**config.mk**
```make
export PLATFORM = sky130hd
export DESIGN_NAME = ifetch
export DESIGN_NICKNAME = d
export VERILOG_FILES = /design/src/rtl/cpu_pkg.sv /design/src/rtl/ifetch_fifo.sv /design/src/rtl/ifetch.sv
export SDC_FILE = /design/constraint.sdc
export NUM_CORES = 1
export LEC_CHECK = 0
export CORE_MARGIN = 2
export CORE_UTILIZATION = 60
export DETAILED_ROUTE_END_ITERATION = 10
export GPL_TIMING_DRIVEN = 1
export PLACE_DENSITY = 0.95
export SETUP_SLACK_MARGIN = 0.1
export SYNTH_ARGS = -nofsm -noshare
export SYNTH_HDL_FRONTEND = slang
export SYNTH_SLANG_ARGS = --single-unit
```
**constraint.sdc**
```tcl
create_clock -name clock -period 7.3 [get_ports clock]
set_input_delay 0.73 -clock clock [delete_from_list [all_inputs] [get_ports clock]]
set_output_delay 0.73 -clock clock [all_outputs]
set_load 0.01 [all_outputs]
```
**src/rtl/cpu_pkg.sv**
```systemverilog
// Shared fetch-path types and constants.
package cpu_pkg;

    localparam logic [31:0] RESET_PC_DEFAULT = 32'hBFC0_0000;

    typedef struct packed {
        logic [31:0] pc;
        logic [31:0] word;
    } fetch_entry_t;

endpackage

```
**src/rtl/ifetch_fifo.sv**
```systemverilog
// Show-ahead instruction buffer; flush wins over push and pop in the same cycle.
module ifetch_fifo
    import cpu_pkg::*;
#(
    parameter int unsigned DEPTH = 4,
    localparam int unsigned CW = $clog2(DEPTH) + 1
) (
    input  logic         clock,
    input  logic         reset_n,
    input  logic         push,
    input  fetch_entry_t din,
    input  logic         pop,
    input  logic         flush,
    output fetch_entry_t head,
    output logic [CW-1:0] count,
    output logic         empty,
    output logic         full
);

    localparam int unsigned AW = $clog2(DEPTH);

    fetch_entry_t  r_mem [DEPTH];
    logic [AW-1:0] r_wr_ptr;
    logic [AW-1:0] r_rd_ptr;
    logic [CW-1:0] r_count;
    logic          w_push;
    logic          w_pop;

    assign w_push = push && !flush;
    assign w_pop  = pop && !flush && (r_count != '0);

    always_ff @(posedge clock or negedge reset_n) begin
        if (!reset_n) begin
            r_wr_ptr <= '0;
            r_rd_ptr <= '0;
            r_count  <= '0;
        end else if (flush) begin
            r_wr_ptr <= '0;
            r_rd_ptr <= '0;
            r_count  <= '0;
        end else begin
            if (w_push) r_wr_ptr <= r_wr_ptr + AW'(1);
            if (w_pop)  r_rd_ptr <= r_rd_ptr + AW'(1);
            if (w_push && !w_pop)      r_count <= r_count + CW'(1);
            else if (!w_push && w_pop) r_count <= r_count - CW'(1);
        end
    end

    always_ff @(posedge clock) begin
        if (w_push) r_mem[r_wr_ptr] <= din;
    end

    assign head  = r_mem[r_rd_ptr];
    assign count = r_count;
    assign empty = (r_count == '0);
    assign full  = (r_count == CW'(DEPTH));

endmodule

```
**src/rtl/ifetch.sv**
```systemverilog
// Instruction fetch: credit-limited sequential imem reads, in-order response buffering, redirect with wrong-path drop.
module ifetch
    import cpu_pkg::*;
#(
    parameter logic [31:0] RESET_PC   = RESET_PC_DEFAULT,
    parameter int unsigned FIFO_DEPTH = 4
) (
    input  logic        clock,
    input  logic        reset_n,
    output logic        imem_req,
    output logic [31:0] imem_addr,
    input  logic        imem_ack,
    input  logic        imem_rvalid,
    input  logic [31:0] imem_rdata,
    input  logic        redirect_valid,
    input  logic [31:0] redirect_pc,
    output logic [31:0] pc,
    output logic [31:0] inst_word,
    output logic        inst_valid,
    input  logic        inst_ready
);

    localparam int unsigned CW = $clog2(FIFO_DEPTH) + 1;
    localparam logic [CW:0] DEPTH_W = (CW+1)'(FIFO_DEPTH);

    logic [31:0]   r_fetch_pc;
    logic [31:0]   r_resp_pc;
    logic [CW-1:0] r_inflight;
    logic [CW-1:0] r_drop_cnt;
    logic          r_running;

    logic [31:0]   w_target;
    logic [CW:0]   w_occ;
    logic          w_ack;
    logic          w_push;
    logic          w_pop;
    logic [CW-1:0] w_inflight_nxt;
    logic [CW-1:0] w_count;
    logic          w_empty;
    logic          w_full;
    fetch_entry_t  w_entry;
    fetch_entry_t  w_head;

    assign w_target = redirect_pc & 32'hFFFF_FFFC;
    assign w_occ    = {1'b0, r_inflight} + {1'b0, w_count};

    // Credits cover both queued and outstanding words, so a response always has a free slot.
    assign imem_req  = r_running && !redirect_valid && (w_occ < DEPTH_W);
    assign imem_addr = r_fetch_pc;
    assign w_ack     = imem_req && imem_ack;

    assign w_push  = imem_rvalid && !redirect_valid && (r_drop_cnt == '0);
    assign w_entry = {r_resp_pc, imem_rdata};

    always_comb begin
        w_inflight_nxt = r_inflight;
        if (w_ack && !imem_rvalid)      w_inflight_nxt = r_inflight + CW'(1);
        else if (!w_ack && imem_rvalid) w_inflight_nxt = r_inflight - CW'(1);
    end

    always_ff @(posedge clock or negedge reset_n) begin
        if (!reset_n) begin
            r_fetch_pc <= RESET_PC;
            r_resp_pc  <= RESET_PC;
            r_inflight <= '0;
            r_drop_cnt <= '0;
            r_running  <= 1'b0;
        end else begin
            assert (!(w_push && w_full));
            r_running  <= 1'b1;
            r_inflight <= w_inflight_nxt;
            if (redirect_valid) begin
                r_fetch_pc <= w_target;
                r_resp_pc  <= w_target;
                r_drop_cnt <= w_inflight_nxt;
            end else begin
                if (w_ack)  r_fetch_pc <= r_fetch_pc + 32'd4;
                if (w_push) r_resp_pc  <= r_resp_pc + 32'd4;
                if (imem_rvalid && (r_drop_cnt != '0)) r_drop_cnt <= r_drop_cnt - CW'(1);
            end
        end
    end

    ifetch_fifo #(
        .DEPTH (FIFO_DEPTH)
    ) u_fifo (
        .clock   (clock),
        .reset_n (reset_n),
        .push    (w_push),
        .din     (w_entry),
        .pop     (w_pop),
        .flush   (redirect_valid),
        .head    (w_head),
        .count   (w_count),
        .empty   (w_empty),
        .full    (w_full)
    );

    assign inst_valid = !w_empty && !redirect_valid;
    assign w_pop      = inst_valid && inst_ready;
    assign pc         = inst_valid ? w_head.pc   : '0;
    assign inst_word  = inst_valid ? w_head.word : '0;

endmodule

```
======== Yosys cells after proc, flatten, opt, wreduce, memory -nomap -nowiden ========
Memories as Yosys holds them, arrays and structs flattened.
Index checks and enable logic that the tools add are counted.
W data, S select, Z words.
storage, ports and cells
  bits in registers ....................... 78
  RAM bits ................................ 256
  input bits .............................. 70
  output and inout bits ................... 98
  word-level logic and storage cells ...... 70
  memories ................................ 1
memories
  memory        depth  bits a word  rd ports  clocked after memory_dff  write ports  line               text
  u_fifo.r_mem  4      64           1         0                         1            ifetch_fifo.sv:22  fetch_entry_t r_mem [DEPTH];
operators by class
  $add $sub $neg .......................... 10
  $lt $le $gt $ge ......................... 1
  mux-type cells .......................... 19
  reductions and logical operators ........ 31
operator list
  cell                     number
  $mux W32                 6
  $add A32 B3 Y32 const B  2
  $mux W3                  7
  $logic_and A1 B1 Y1      15
  $reduce_bool A2 Y1       5
  $reduce_bool A3 Y1       3
  $sub A3 B1 Y3 const B    3
  $mux W2                  4
  $add A3 B1 Y3 const B    2
  $logic_not A1 Y1         6
  $logic_not A3 Y1         2
  $add A2 B1 Y2 const B    2
  $add A3 B3 Y4            1
  $lt A4 B3 Y1 const B     1
  $mux W1                  2

======== Logic depth before layout (Yosys ltp) ========
  depth after elaboration ................. 10
  mapped depth ............................ 8
  gate-level depth less buffers ........... 8

======== Hierarchy ========
From an unflattened synthesis, not the netlist that was laid out.
second synthesis, totals
  cell total of the unflattened synthesis .. 885
  area total of the unflattened synthesis .. 14010.9 um^2
modules (own cells, without submodules)
  module       instances  cells each  area an instance (um^2)  seq. area each (um^2)
  ifetch_fifo  1          379         9676.8                   7862.5
  ifetch       1          506         4334.2                   1699.1

======== Least setup slack after synthesis ========
OpenSTA, ideal clock, no wires.
  kind .................................... in2reg
  from .................................... input port imem_rvalid
  to ...................................... memory u_fifo.r_mem[0][0] (netlist name) (enable)
  setup time .............................. 0.427 ns
  data arrival time ....................... 2.837 ns
  data required time ...................... 6.873 ns
  slack ................................... 4.036 ns
  cell stages on the path ................. 3
  cell sequence ........................... buf_4 nor3b_2 and3_1
between the ends
  cells in the longest elaborated chain, start to end .. 5
RTL lines
  element                            line               text
  start, declared                    ifetch.sv:13       input logic imem_rvalid,
  $logic_and A1 B1 Y1 (2 in series)  ifetch.sv:52       assign w_push = imem_rvalid && !redirect_valid && (r_drop_cnt == '0);
  $logic_and A1 B1 Y1                ifetch_fifo.sv:29  assign w_push = push && !flush;
  $mux W1                            ifetch_fifo.sv:50  if (w_push) r_mem[r_wr_ptr] <= din;
  $mux W1 (implied by the code)      ifetch_fifo.sv:50
  end, declared                      ifetch_fifo.sv:22
Every way passes these cells.

======== Worst setup path in the final report ========
  from .................................... register u_fifo.r_rd_ptr[0]
  to ...................................... output port pc[18]
between the ends
  cells in the longest elaborated chain, start to end .. 2
RTL lines
  element                 line               text
  start, declared         ifetch_fifo.sv:24  logic [AW-1:0] r_rd_ptr;
  start signal, assigned  ifetch_fifo.sv:43  if (w_pop) r_rd_ptr <= r_rd_ptr + AW'(1);
  $mem_v2 Z4 W64          --
  $mux W32                ifetch.sv:101      assign pc = inst_valid ? w_head.pc : '0;
  end, declared           ifetch.sv:17       output logic [31:0] pc,
Every way passes these cells.

==> impl_results.html <==
<table>
<tr><th>Metric</th><th>Value</th></tr>
<tr><th colspan="2">Run status</th></tr>
<tr><td>Status</td><td>finished, final reports clean</td></tr>
<tr><th colspan="2">Die</th></tr>
<tr><td>Placeable core region</td><td>roughly 23000 um^2</td></tr>
<tr><td>Overall die area</td><td>roughly 24000 um^2</td></tr>
<tr><td>Placement Rows</td><td>55</td></tr>
<tr><td>Starting density of the core</td><td>0.609</td></tr>
<tr><td>Vert. Die Dim</td><td>between 150 and 200 um</td></tr>
<tr><td>Boundary Pins</td><td>~170</td></tr>
<tr><td>Horizontal die dimension</td><td>approximately 160 um</td></tr>
<tr><th colspan="2">Yosys</th></tr>
<tr><td>Instance count of the mapped netlist</td><td>approximately 850</td></tr>
<tr><td>Yosys top cell by area</td><td>sky130_fd_sc_hd__edfxtp_1</td></tr>
<tr><td>Simple-gate share of the synthesized area</td><td>0.108</td></tr>
<tr><td>Syn Std Cell Area</td><td>13700 um^2</td></tr>
<tr><td>Fraction of synthesized area in multiplexers</td><td>0.111</td></tr>
<tr><td>Fraction of synthesized cell area taken by the top area cell type</td><td>0.544</td></tr>
<tr><td>Xor/xnor share of the synthesized area</td><td>0.0281</td></tr>
<tr><td>Main combinational cell family by area after synthesis</td><td>multiplexers</td></tr>
<tr><td>Portion of the post-synthesis area used by sequential elements</td><td>0.681</td></tr>
<tr><td>Count of yosys warnings during synthesis</td><td>0</td></tr>
<tr><td>Count of unique library cells instantiated by Yosys</td><td>61</td></tr>
<tr><td>Adder and majority gate portion of the synthesized area</td><td>0.0124</td></tr>
<tr><td>Area contributors post-synth</td><td>sky130_fd_sc_hd__edfxtp_1, sky130_fd_sc_hd__dfrtp_1, sky130_fd_sc_hd__mux4_2, sky130_fd_sc_hd__dfstp_2, sky130_fd_sc_hd__and2_1</td></tr>
<tr><td>Flop and latch count out of synthesis</td><td>322</td></tr>
<tr><td>Post-synthesis compound-gate area fraction</td><td>0.0398</td></tr>
<tr><td>EDFF count, synth</td><td>between 200 and 250</td></tr>
<tr><td>Syn avg cell area</td><td>16.2 um^2</td></tr>
<tr><td>Top flip-flop cell by instance count after synthesis</td><td>sky130_fd_sc_hd__edfxtp_1</td></tr>
<tr><td>Async S/R FF share, synth</td><td>0.230</td></tr>
<tr><th colspan="2">Clock network</th></tr>
<tr><td>TritonCTS clock tree</td><td>yes</td></tr>
<tr><td>Max Root-Sink Buffers</td><td>3</td></tr>
<tr><td>TritonCTS buffer count</td><td>31</td></tr>
<tr><td>Number of resized instances in the post-cts repair step</td><td>0</td></tr>
<tr><td>CTS Sinks</td><td>roughly 320</td></tr>
<tr><td>Master cell of the clock root buffer</td><td>sky130_fd_sc_hd__clkbuf_16</td></tr>
<tr><td>Count of hold-fix buffers inserted at cts</td><td>0</td></tr>
<tr><td>Clock transition at path regs</td><td>0.06 ns</td></tr>
<tr><td>Maximum level of the CTS H-tree</td><td>1</td></tr>
<tr><td>Post-CTS repair timing setup buffer count</td><td>0</td></tr>
<tr><td>Latest clock arrival within the worst-skew pair</td><td>around 0.56 ns</td></tr>
<tr><th colspan="2">Detailed routing</th></tr>
<tr><td>Violation count after the first detailed-route iteration</td><td>~650</td></tr>
<tr><td>Vias</td><td>8029</td></tr>
<tr><td>Pre-antenna DRT Iters</td><td>6</td></tr>
<tr><td>Average wire per cell in the routed design</td><td>roughly 21 um</td></tr>
<tr><td>Final ANT Viol Nets</td><td>0</td></tr>
<tr><td>Final Routed Wirelength</td><td>27900 um</td></tr>
<tr><td>DRC violations left</td><td>0</td></tr>
<tr><td>Number of vias per cell after detailed routing</td><td>6.07</td></tr>
<tr><th colspan="2">GRT</th></tr>
<tr><td>Wire length of the first global-routing pass</td><td>roughly 44000 um</td></tr>
<tr><td>Global-route usage over all layers</td><td>0.237</td></tr>
<tr><td>Via count of the first global-routing pass</td><td>between 8k and 9k</td></tr>
<tr><td>Maximum number of pins on one net before global-route repair</td><td>75</td></tr>
<tr><td>Antenna violations before repair</td><td>0</td></tr>
<tr><td>GRT Residual Overflow</td><td>0</td></tr>
<tr><th colspan="2">Finish</th></tr>
<tr><td>End-of-flow core utilization</td><td>0.736</td></tr>
<tr><td>Antenna Diode Count</td><td>0</td></tr>
<tr><td>Final net count</td><td>about 1.1k</td></tr>
<tr><td>Ratio of cells with drive above 1 in the final layout</td><td>0.167</td></tr>
<tr><td>Syn-to-layout area delta</td><td>21.0%</td></tr>
<tr><th colspan="2">Run</th></tr>
<tr><td>Max-cap violation count</td><td>0</td></tr>
<tr><th colspan="2">Placed design</th></tr>
<tr><td>Hpwl dp</td><td>~17000 um</td></tr>
<tr><td>Count of buffers from port buffering</td><td>161</td></tr>
<tr><td>RePlAce Congestion</td><td>0.876</td></tr>
<tr><th colspan="2">Timing</th></tr>
<tr><td>Relative slew margins</td><td>0.264</td></tr>
<tr><td>Actual slew at the worst max-slew pin</td><td>~1.1 ns</td></tr>
<tr><td>F_max</td><td>between 0.2 and 0.25 GHz</td></tr>
<tr><td>Layout Skew</td><td>roughly 0.021 ns</td></tr>
<tr><td>Fin Hold WS</td><td>about 0.39 ns</td></tr>
<tr><td>Number of pins with negative max-slew slack in the final report</td><td>0</td></tr>
<tr><td>Fin crit period</td><td>between 4 and 5 ns</td></tr>
<tr><td>Number of setup violations in the final report</td><td>0</td></tr>
<tr><td>Tcrit/Tclk final</td><td>0.564</td></tr>
<tr><td>Summed negative setup slack over all endpoints</td><td>0 ns</td></tr>
<tr><td>Hold Fails Final Rpt</td><td>0</td></tr>
<tr><td>Setup repair after global routing missed its margin</td><td>no</td></tr>
<tr><th colspan="2">Critical path</th></tr>
<tr><td>Required time reported for the critical path endpoint</td><td>about 6.6 ns</td></tr>
<tr><td>Startpoint of the lowest-slack register-to-register path</td><td>r_drop_cnt[0]$_DFFE_PN0P_</td></tr>
<tr><td>Maximum single-stage delay on the critical path</td><td>between 0.8 and 0.9 ns</td></tr>
<tr><td>CP bufs+invs</td><td>2</td></tr>
<tr><td>Critical path, cell by cell</td><td>buf_4 -&gt; mux4_2 -&gt; and2_1 -&gt; clkdlybuf4s50_1</td></tr>
<tr><td>Critical Path Start</td><td>u_fifo.r_rd_ptr[0]$_DFFE_PN0P_</td></tr>
<tr><td>Arrival time of data at the critical path endpoint</td><td>around 3.4 ns</td></tr>
<tr><td>Critical path capture point type</td><td>output pin</td></tr>
<tr><td>Critical-path cell with the highest stage delay</td><td>sky130_fd_sc_hd__dfrtp_4</td></tr>
<tr><td>Largest delay share family, worst path</td><td>buffers and inverters</td></tr>
<tr><td>Crit Path Category</td><td>reg -&gt; out</td></tr>
<tr><td>Crit path max fanout</td><td>35</td></tr>
<tr><td>Worst setup SP type</td><td>register</td></tr>
<tr><th colspan="2">Hold path</th></tr>
<tr><td>Hold Path Class</td><td>in -&gt; async</td></tr>
<tr><th colspan="2">Power</th></tr>
<tr><td>Worst supply voltage drop on vdd</td><td>0.208 mV</td></tr>
<tr><td>Power density relative to cell area</td><td>approximately 300 nW/um^2</td></tr>
<tr><td>Leakage power figure</td><td>around 5.6 nW</td></tr>
</table>
==> area by class of cell <==
cell class / count / area, um^2
clock buffer: 39 / 806
clock inverter: 17 / 221
fill: 1348 / 5930
inverter: 15 / 56.3
multi-input combinational: 473 / 4130
sequential: 322 / 9330
tap: 285 / 357
timing repair buffer: 171 / 1680
==> cell usage in the layout (no fill, tap or decap), types with 7 or more instances in the layout <==
cell | netlist | layout
sky130_fd_sc_hd__nor2_1 | 18 | 17
sky130_fd_sc_hd__ha_1 | 12 | 12
sky130_fd_sc_hd__dfrtp_1 | 56 | 54
sky130_fd_sc_hd__o21ai_0 | 25 | 25
sky130_fd_sc_hd__and3_1 | 16 | 12
sky130_fd_sc_hd__nor3_1 | 11 | 11
sky130_fd_sc_hd__nand3_1 | 32 | 32
sky130_fd_sc_hd__mux2_2 | 9 | 9
sky130_fd_sc_hd__a21oi_1 | 8 | 8
sky130_fd_sc_hd__xor2_1 | 23 | 23
sky130_fd_sc_hd__a21boi_0 | 8 | 8
sky130_fd_sc_hd__dfstp_2 | 18 | 18
sky130_fd_sc_hd__nand4_1 | 24 | 24
sky130_fd_sc_hd__clkdlybuf4s50_1 | 0 | 159
sky130_fd_sc_hd__nand2_1 | 51 | 51
sky130_fd_sc_hd__o311ai_0 | 8 | 8
sky130_fd_sc_hd__and3_2 | 3 | 7
sky130_fd_sc_hd__clkbuf_1 | 21 | 8
sky130_fd_sc_hd__buf_4 | 7 | 10
sky130_fd_sc_hd__edfxtp_1 | 248 | 248
sky130_fd_sc_hd__xnor2_1 | 21 | 21
sky130_fd_sc_hd__inv_1 | 15 | 15
sky130_fd_sc_hd__o21ai_1 | 8 | 8
sky130_fd_sc_hd__clkbuf_16 | 0 | 31
sky130_fd_sc_hd__o211ai_1 | 10 | 10
sky130_fd_sc_hd__mux4_2 | 62 | 62
sky130_fd_sc_hd__and2_1 | 65 | 65
==> through the flow <==
step                cells  power [W]  area, um^2  setup WS, ns
finish               1322    0.00490       16600          3.18
global route         1322    0.00511       16600          2.94
CTS                  1322    0.00495       16600          3.08
detailed placement   1266    0.00334       15500          3.47
global placement     1266    0.00330       15500          3.55
floorplan             851    0.00289       13700          4.04
==> power by group <==
part	switching [W]	leakage, nW	total [W]	internal, W
sequential	0.000162	3.10	0.00226	0.00210
clock	0.000646	0.498	0.00160	0.000958
combinational	0.000455	2.02	0.00103	0.000578
==> routing by layer <==
layer,global-route usage,wire length [um],up-vias,part of all wire
met2,0.391,13800,362,0.50
li1,-,-,3595,-
met5,0,0,-,0
met3,0.0331,2020,38,0.073
met4,0.0547,427,0,0.015
met1,0.343,11600,4034,0.42
==> worst reg2reg max path: cells and delay by family, from the launching register on <==
kind	cells	cell delay [ns]
buffers and inverters	3	0.85
adders and majority gates	1	0.30
and+or+nand+nor	2	1.18
DFF	1	0.36
==> state kept, by name (all words and copies together) (netlist names) <==
register and count:
r_inflight 3, u_fifo.r_rd_ptr 2, u_fifo.count 3, imem_addr 30
r_resp_pc 30, r_running 1, u_fifo.r_wr_ptr 2, r_drop_cnt 3
u_fifo.r_mem 248
==> path summary, 6_finish.rpt <==
kind | endpoint | slack [ns] | cells after the start
min in group clock | imem_addr[22]$_DFFE_PN1P_ | 0.51 | 2
worst max register to register | u_fifo.r_mem[0][1]$_DFFE_PP_ | 4.21 | 6
worst min register to register | imem_addr[22]$_DFFE_PN1P_ | 0.51 | 2
worst min-delay path | imem_addr[2]$_DFFE_PN0P_ | 0.39 | 2
worst max-delay path | pc[18] | 3.18 | 4
max in group asynchronous | u_fifo.r_rd_ptr[0]$_DFFE_PN0P_ | 6.22 | 2
==> Yosys cell counts (all sizes together), types with 5 or more instances <==
library cell	n
and2	67
nor3	12
o21ai	33
nor2	19
o211ai	10
edfxtp	248
nor4	6
nand3	33
nand2	52
o311ai	8
xnor2	21
mux2	9
and3	19
a21boi	10
clkbuf	21
mux4	62
dfstp	18
nand4	26
inv	15
xor2	23
a21oi	8
nand2b	5
ha	12
dfrtp	56
buf	20
==> cell families (layout without fill, tap and decap cells) <==
kind of cell / Yosys count / count (layout)
AOI/OAI and AO/OA: 85 / 85
xor gates and xnor gates: 44 / 44
adders and majority gates: 13 / 13
buffers and inverters: 56 / 242
DFF: 322 / 322
muxes: 73 / 73
other: 2 / 5
and+or+nand+nor: 253 / 253
(Power assumes the default switching activity.)
